<file path="src/rtl/mem_byte_sequencer_if.sv">
// rtl/mem_byte_sequencer_if.sv - request and byte-memory bus bundle for the byte sequencer
interface mem_byte_sequencer_if #(
    parameter int WORD_WIDTH = 16,
    parameter int BYTE_WIDTH = 8,
    parameter int ADDR_WIDTH = 16
);
    logic                  req;
    logic                  we;
    logic                  size;
    logic [ADDR_WIDTH-1:0] addr;
    logic [WORD_WIDTH-1:0] wdata;
    logic                  busy;
    logic                  done;
    logic [WORD_WIDTH-1:0] rdata;
    logic [ADDR_WIDTH-1:0] mem_addr;
    logic [BYTE_WIDTH-1:0] mem_wdata;
    logic                  mem_cs;
    logic                  mem_wr;
    logic [BYTE_WIDTH-1:0] mem_rdata;

    modport slave (
        input  req, we, size, addr, wdata, mem_rdata,
        output busy, done, rdata, mem_addr, mem_wdata, mem_cs, mem_wr
    );

    modport master (
        output req, we, size, addr, wdata, mem_rdata,
        input  busy, done, rdata, mem_addr, mem_wdata, mem_cs, mem_wr
    );
endinterface

</file>
<file path="src/rtl/mem_byte_sequencer.sv">
// rtl/mem_byte_sequencer.sv - sequences word loads/stores as little-endian byte beats
module mem_byte_sequencer #(
    parameter int WORD_WIDTH = 16,
    parameter int BYTE_WIDTH = 8,
    parameter int ADDR_WIDTH = 16
) (
    input  logic                 clk_i,
    input  logic                 rst_ni,
    mem_byte_sequencer_if.slave  bus
);
    localparam int N     = WORD_WIDTH / BYTE_WIDTH;
    localparam int IDX_W = (N > 1) ? $clog2(N) : 1;

    localparam logic [1:0] S_IDLE  = 2'd0;
    localparam logic [1:0] S_ISSUE = 2'd1;
    localparam logic [1:0] S_WAIT  = 2'd2;
    localparam logic [1:0] S_DONE  = 2'd3;

    logic [1:0]            state_q, state_d;
    logic                  we_q, we_d;
    logic                  size_q, size_d;
    logic [ADDR_WIDTH-1:0] addr_q, addr_d;
    logic [WORD_WIDTH-1:0] wdata_q, wdata_d;
    logic [IDX_W-1:0]      idx_q, idx_d;
    logic                  rd_pend_q;
    logic [IDX_W-1:0]      rd_idx_q;
    logic [WORD_WIDTH-1:0] asm_q, asm_d;
    logic [WORD_WIDTH-1:0] rdata_q;
    logic                  accept;
    logic                  last_beat;
    logic                  issuing;
    logic [BYTE_WIDTH-1:0] lane_wdata;

    assign issuing   = (state_q == S_ISSUE);
    assign accept    = bus.req && ((state_q == S_IDLE) || (state_q == S_DONE));
    assign last_beat = !size_q || (idx_q == IDX_W'(N - 1));

    always_comb begin
        lane_wdata = '0;
        for (int l = 0; l < N; l++) begin
            if (idx_q == IDX_W'(l)) lane_wdata = wdata_q[l*BYTE_WIDTH +: BYTE_WIDTH];
        end
    end

    always_comb begin
        state_d = state_q;
        we_d    = we_q;
        size_d  = size_q;
        addr_d  = addr_q;
        wdata_d = wdata_q;
        idx_d   = idx_q;
        case (state_q)
            S_IDLE:  if (bus.req) state_d = S_ISSUE;
            S_ISSUE: begin
                idx_d = idx_q + 1'b1;
                if (last_beat) state_d = we_q ? S_DONE : S_WAIT;
            end
            S_WAIT:  state_d = S_DONE;
            S_DONE:  state_d = bus.req ? S_ISSUE : S_IDLE;
            default: state_d = S_IDLE;
        endcase
        if (accept) begin
            we_d    = bus.we;
            size_d  = bus.size;
            addr_d  = bus.addr;
            wdata_d = bus.wdata;
            idx_d   = '0;
        end
    end

    // Read data lags its beat by one cycle; the last byte lands in WAIT and is folded
    // straight into rdata so the result becomes visible exactly in the DONE cycle.
    always_comb begin
        asm_d = asm_q;
        if (accept) begin
            asm_d = '0;
        end else if (rd_pend_q) begin
            for (int l = 0; l < N; l++) begin
                if (rd_idx_q == IDX_W'(l)) asm_d[l*BYTE_WIDTH +: BYTE_WIDTH] = bus.mem_rdata;
            end
        end
    end

    always_ff @(posedge clk_i or negedge rst_ni) begin
        if (!rst_ni) begin
            state_q   <= S_IDLE;
            we_q      <= 1'b0;
            size_q    <= 1'b0;
            addr_q    <= '0;
            wdata_q   <= '0;
            idx_q     <= '0;
            rd_pend_q <= 1'b0;
            rd_idx_q  <= '0;
            asm_q     <= '0;
            rdata_q   <= '0;
        end else begin
            state_q   <= state_d;
            we_q      <= we_d;
            size_q    <= size_d;
            addr_q    <= addr_d;
            wdata_q   <= wdata_d;
            idx_q     <= idx_d;
            rd_pend_q <= issuing && !we_q;
            rd_idx_q  <= idx_q;
            asm_q     <= asm_d;
            if (state_q == S_WAIT) rdata_q <= asm_d;
        end
    end

    assign bus.busy      = issuing || (state_q == S_WAIT);
    assign bus.done      = (state_q == S_DONE);
    assign bus.rdata     = rdata_q;
    assign bus.mem_cs    = issuing;
    assign bus.mem_wr    = issuing && we_q;
    assign bus.mem_addr  = issuing ? (addr_q + ADDR_WIDTH'(idx_q)) : '0;
    assign bus.mem_wdata = issuing ? lane_wdata : '0;
endmodule

</file>
<file path="src/flat_wrapper.sv">
// flat-port wrapper written by rule: the top's interface ports become plain ports
module mem_byte_sequencer_flat 
#(
    parameter int WORD_WIDTH = 16,
    parameter int BYTE_WIDTH = 8,
    parameter int ADDR_WIDTH = 16
)
  (clk_i, rst_ni, bus_req, bus_we, bus_size, bus_addr, bus_wdata, bus_mem_rdata, bus_busy, bus_done, bus_rdata, bus_mem_addr, bus_mem_wdata, bus_mem_cs, bus_mem_wr);
  mem_byte_sequencer_if #(.WORD_WIDTH(WORD_WIDTH), .BYTE_WIDTH(BYTE_WIDTH), .ADDR_WIDTH(ADDR_WIDTH)) bus_i ();
  input  logic clk_i;
  input  logic rst_ni;
  input wire logic [$bits(bus_i.req)-1:0] bus_req;
  input wire logic [$bits(bus_i.we)-1:0] bus_we;
  input wire logic [$bits(bus_i.size)-1:0] bus_size;
  input wire logic [$bits(bus_i.addr)-1:0] bus_addr;
  input wire logic [$bits(bus_i.wdata)-1:0] bus_wdata;
  input wire logic [$bits(bus_i.mem_rdata)-1:0] bus_mem_rdata;
  output wire logic [$bits(bus_i.busy)-1:0] bus_busy;
  output wire logic [$bits(bus_i.done)-1:0] bus_done;
  output wire logic [$bits(bus_i.rdata)-1:0] bus_rdata;
  output wire logic [$bits(bus_i.mem_addr)-1:0] bus_mem_addr;
  output wire logic [$bits(bus_i.mem_wdata)-1:0] bus_mem_wdata;
  output wire logic [$bits(bus_i.mem_cs)-1:0] bus_mem_cs;
  output wire logic [$bits(bus_i.mem_wr)-1:0] bus_mem_wr;
  assign bus_i.req = bus_req;
  assign bus_i.we = bus_we;
  assign bus_i.size = bus_size;
  assign bus_i.addr = bus_addr;
  assign bus_i.wdata = bus_wdata;
  assign bus_i.mem_rdata = bus_mem_rdata;
  assign bus_busy = bus_i.busy;
  assign bus_done = bus_i.done;
  assign bus_rdata = bus_i.rdata;
  assign bus_mem_addr = bus_i.mem_addr;
  assign bus_mem_wdata = bus_i.mem_wdata;
  assign bus_mem_cs = bus_i.mem_cs;
  assign bus_mem_wr = bus_i.mem_wr;
  mem_byte_sequencer #(.WORD_WIDTH(WORD_WIDTH), .BYTE_WIDTH(BYTE_WIDTH), .ADDR_WIDTH(ADDR_WIDTH)) u_core (.clk_i(clk_i), .rst_ni(rst_ni), .bus(bus_i));
endmodule
</file>
<file path="config.mk">
export PLATFORM = sky130hd
export DESIGN_NAME = mem_byte_sequencer_flat
export DESIGN_NICKNAME = d
export VERILOG_FILES = /design/src/rtl/mem_byte_sequencer_if.sv /design/src/rtl/mem_byte_sequencer.sv /design/src/flat_wrapper.sv
export SDC_FILE = /design/constraint.sdc
export NUM_CORES = 1
export LEC_CHECK = 0
export ABC_AREA = 1
export ABC_CLOCK_PERIOD_IN_PS = 1810
export CAP_MARGIN = 20
export CORE_MARGIN = 4
export CORE_UTILIZATION = 45
export CTS_BUF_LIST = sky130_fd_sc_hd__clkbuf_16
export DETAILED_ROUTE_END_ITERATION = 16
export PLACE_DENSITY = 0.79
export SLEW_MARGIN = 20
export SYNTH_ARGS = -nofsm -noshare
export SYNTH_HDL_FRONTEND = slang
export SYNTH_SLANG_ARGS = --single-unit
</file>
<file path="constraint.sdc">
create_clock -name clk_i -period 1.81 [get_ports clk_i]
set_clock_uncertainty 0.1 [all_clocks]
set_input_delay 0.362 -clock clk_i [delete_from_list [all_inputs] [get_ports clk_i]]
set_output_delay 0.362 -clock clk_i [all_outputs]
set_load 0.02 [all_outputs]
</file>
==> impl_metrics.json <==
{
  "die_w_um": 95.5,
  "cts_tree": "done",
  "syn-cell-area_um2": 3450,
  "grt.overflow.total": 0,
  "clk_pin_slew_ns": 0.06,
  "slew_headroom": 0.695,
  "synth_cell_types": 24,
  "coreArea_um2": 7330,
  "min_from": "u_core.bus.rdata[11]$_DFFE_PN0P_",
  "grt_pass1_vias": 3325,
  "row_count": 31,
  "synth_seq_cells": 71,
  "via_per_inst": 5.01,
  "violations": "setup timing",
  "crit_path_frequent_cell": "buf_4",
  "power.share.clock": 0.192,
  "area_growth_pct": 61.6,
  "grt_max_degree": 72,
  "period_share": 1.21,
  "drtPass1Iterations": 4,
  "drv_cap": 0,
  "switching_power_mw": 4.45,
  "hold_class": "flip-flop to flip-flop",
  "clk-insertion-delay-late_ns": 0.33,
  "globalRouteTotalUtil": 0.210,
  "worstPathRequired_ns": 1.35,
  "syn_nets": 503,
  "p_seq_frac": 0.265,
  "drtAntennaViolNets": 0,
  "drive_above_1_share": 0.304,
  "outcome": "complete, but fails checks",
  "postRouteWirelength_um": 10400,
  "fillers": 445,
  "gp_congestion": 0.869,
  "swShare": 0.415,
  "cp-start-kind": "flip-flop",
  "htree_levels": 3,
  "synth_ff_type": "dfrtp_1",
  "die_y_um": 95.5,
  "cp_num_buf_inv": 2,
  "finalWorstSetupSlack_ns": -0.375,
  "slew_viol_final": 0,
  "path_cells": "ha_4 > nand3_2 > buf_4 > xor2_1 > nor2_1 > buf_4",
  "hold_path_depth": 2,
  "n_antenna_cell": 0,
  "drc": 0,
  "num-nets-final": 633,
  "cpLargestDelayFamily": "flip-flops",
  "routedWlPerCell_um": 15.2,
  "antenna_found_initial": 0,
  "synth-edff-count": 0,
  "end_kind": "primary output",
  "worstHoldEndpoint": "u_core.bus.rdata[11]$_DFFE_PN0P_",
  "fmax_mhz": 458,
  "drt_iter0_markers": 242,
  "cts_max_path_buffers": 2,
  "ir_drop_uv": 1450,
  "p_per_area_nw_per_um2": 1920,
  "critical_path_class": "flip-flop to primary output",
  "r2r_slack_ns": -0.05,
  "ys_seq_area_frac": 0.515,
  "pre_cts_ws_ns": -0.426,
  "syn-instance-count": 451,
  "critPathSlowestCell": "dfrtp_1",
  "async_flop_share": 1.00,
  "crit_fanout": 3,
  "cts.sinks": 71,
  "dieArea_um2": 9120,
  "hpwl_um": 6110,
  "grt_pass1_wl_um": 15000,
  "r2r-start": "u_core.state_q[1]$_DFFE_PN0P_",
  "max_stage_delay_ns": 0.43,
  "cts-root-buf": "clkbuf_16",
  "finalSetupViolations": 27,
  "p_comb_frac": 0.544,
  "rsz0062_at_grt": "true",
  "final_core_util": 0.760,
  "reg2reg_to": "u_core.bus.rdata[9]$_DFFE_PN0P_",
  "avgSynthCellArea_um2": 7.64,
  "numPortBuffers": 88,
  "vias": 3430,
  "finalCriticalPeriod_ns": 2.18,
  "leakagePower_nw": 2.87,
  "synth_warnings": 0,
  "crit_arrival_ns": 1.72,
  "finalHoldViolCount": 0,
  "start_util": 0.470,
  "worstMarginPinSlew_ns": 0.453,
  "reg2reg_depth": 10,
  "numCtsBuffers": 9,
  "io_pins": 89,
  "power.internal_mw": 6.26
}
[cell usage in the layout (no fill, tap or decap), types with 2 or more instances in the layout]
cell,synthesis,routed
inv_4,0,3
clkdlybuf4s50_1,0,58
nand3_2,1,10
clkinv_8,0,2
buf_12,0,7
a21oi_1,15,5
buf_2,11,2
dfrtp_1,71,71
a21oi_2,2,12
nand2_2,2,11
buf_4,3,43
buf_6,1,18
o21ai_2,0,11
clkbuf_16,0,11
nor3_2,0,2
nor2_1,40,31
bufinv_16,0,3
nand3_1,16,7
nand2_1,184,163
nor2_4,3,5
ha_1,7,2
ha_2,0,2
o21ai_0,31,15
ha_4,0,3
o21ai_1,4,9
nand2_4,1,12
nor3_1,4,2
inv_1,46,41
nor2_2,1,8
inv_2,3,5
[metal layers]
layer / up-vias / GRT usage / share of wire
li1: 1651 / - / -
met1: 1638 / 0.269 / 0.41
met2: 122 / 0.353 / 0.52
met3: 19 / 0.0347 / 0.057
met4: 0 / 0.0818 / 0.018
met5: - / 0 / 0
[repair_timing]
action                                  in CTS  in global routing
setup buffers                               10                  4
hold buffers                                 1                  0
cloned                                       2                  2
pin swaps                                    8                 20
resized for setup                          201                 66
hold endpoints to repair                    71                  0
endpoints found under the setup margin      28                 81
[stage by stage]
step	cells	instance area [um2]	hold WS [ns]	power, mW	TNS (ns)
final	685	5570	0.381	10.7	-6.27
after global routing	685	5570	0.406	11.4	-8.54
after CTS	681	5280	0.381	9.96	-5.17
after detailed placement	652	4690	0.317	7.29	-8.42
after global placement	652	4690	0.316	7.15	-7.62
after floorplan	451	3490	-0.0336	5.32	0
[final cells by class]
cell class / count / area (um2) / area share
sequential: 71 / 1780 / 0.319
inverter: 51 / 219 / 0.0393
tap: 99 / 124 / 0.0222
clock buffer: 9 / 225 / 0.0404
timing repair buffer: 134 / 1370 / 0.246
clock inverter: 7 / 120 / 0.0216
timing repair inverter: 1 / 16.3 / 0.00292
multi-input combinational: 313 / 1720 / 0.308
[worst max path at each step]
| stage | start | endpoint | slack [ns] | cells after the start |
|---|---|---|---|---|
| after floorplan | u_core.idx_q$_DFFE_PN0P_ | bus_mem_addr[9] | 0.03 | 9 |
| after global placement | u_core.idx_q$_DFFE_PN0P_ | bus_mem_addr[13] | -0.39 | 8 |
| after detailed placement | u_core.idx_q$_DFFE_PN0P_ | bus_mem_addr[9] | -0.43 | 10 |
| after CTS | u_core.addr_q[0]$_DFFE_PN0P_ | bus_mem_addr[9] | -0.30 | 10 |
| after global routing | u_core.addr_q[0]$_DFFE_PN0P_ | bus_mem_addr[9] | -0.47 | 10 |
| final | u_core.addr_q[0]$_DFFE_PN0P_ | bus_mem_addr[3] | -0.37 | 6 |
[state kept, by name (all words and copies together) (netlist names)]
signal            flops
u_core.addr_q        16
u_core.asm_q         16
u_core.bus.rdata     16
u_core.idx_q          1
u_core.rd_idx_q       1
u_core.rd_pend_q      1
u_core.size_q         1
u_core.state_q        2
u_core.wdata_q       16
u_core.we_q           1
[cells in the mapped netlist, types with 2 or more instances]
cell type,number,area share
buf_2,11,0.016
nor2_4,3,0.0098
nor2_1,40,0.044
o21ai_1,4,0.0058
o21ai_0,31,0.045
a21oi_1,15,0.022
a21oi_2,2,0.0051
nand3_1,16,0.023
buf_4,3,0.0065
nand2_1,184,0.20
dfrtp_1,71,0.52
inv_2,3,0.0033
ha_1,7,0.025
inv_1,46,0.050
clkinv_1,2,0.0022
nor3_1,4,0.0058
nand2_2,2,0.0036
[cell families (layout without fill, tap and decap cells)]
group | Yosys count | count (layout) | synth area share
buffers and inverters | 67 | 202 | 0.0824
adders and majority gates | 7 | 7 | 0.0254
and+or+nand+nor | 252 | 252 | 0.294
DFF | 71 | 71 | 0.515
AOI/OAI and AO/OA | 53 | 53 | 0.0799
xor gates and xnor gates | 1 | 1 | 0.00254
[worst reg2reg max path, stage by stage, from the launching register on]
cell     delay [ns]
dfrtp_1        0.37
inv_2          0.07
buf_4          0.15
ha_4           0.27
inv_2          0.05
nand2_4        0.10
buf_6          0.15
o21ai_0        0.11
a21oi_1        0.27
nand2_1        0.09
nand2_1        0.07
[power groups by stage]
stage / Combinational [mW] / Sequential [mW] / Clock, mW
floorplan: 2.48 / 2.84 / 0
global placement: 4.45 / 2.70 / 0
detailed placement: 4.56 / 2.73 / 0
CTS: 5.18 / 2.73 / 2.05
global route: 6.35 / 2.90 / 2.13
finish: 5.82 / 2.83 / 2.05
Note: power is estimated with default switching activity, not from simulation.
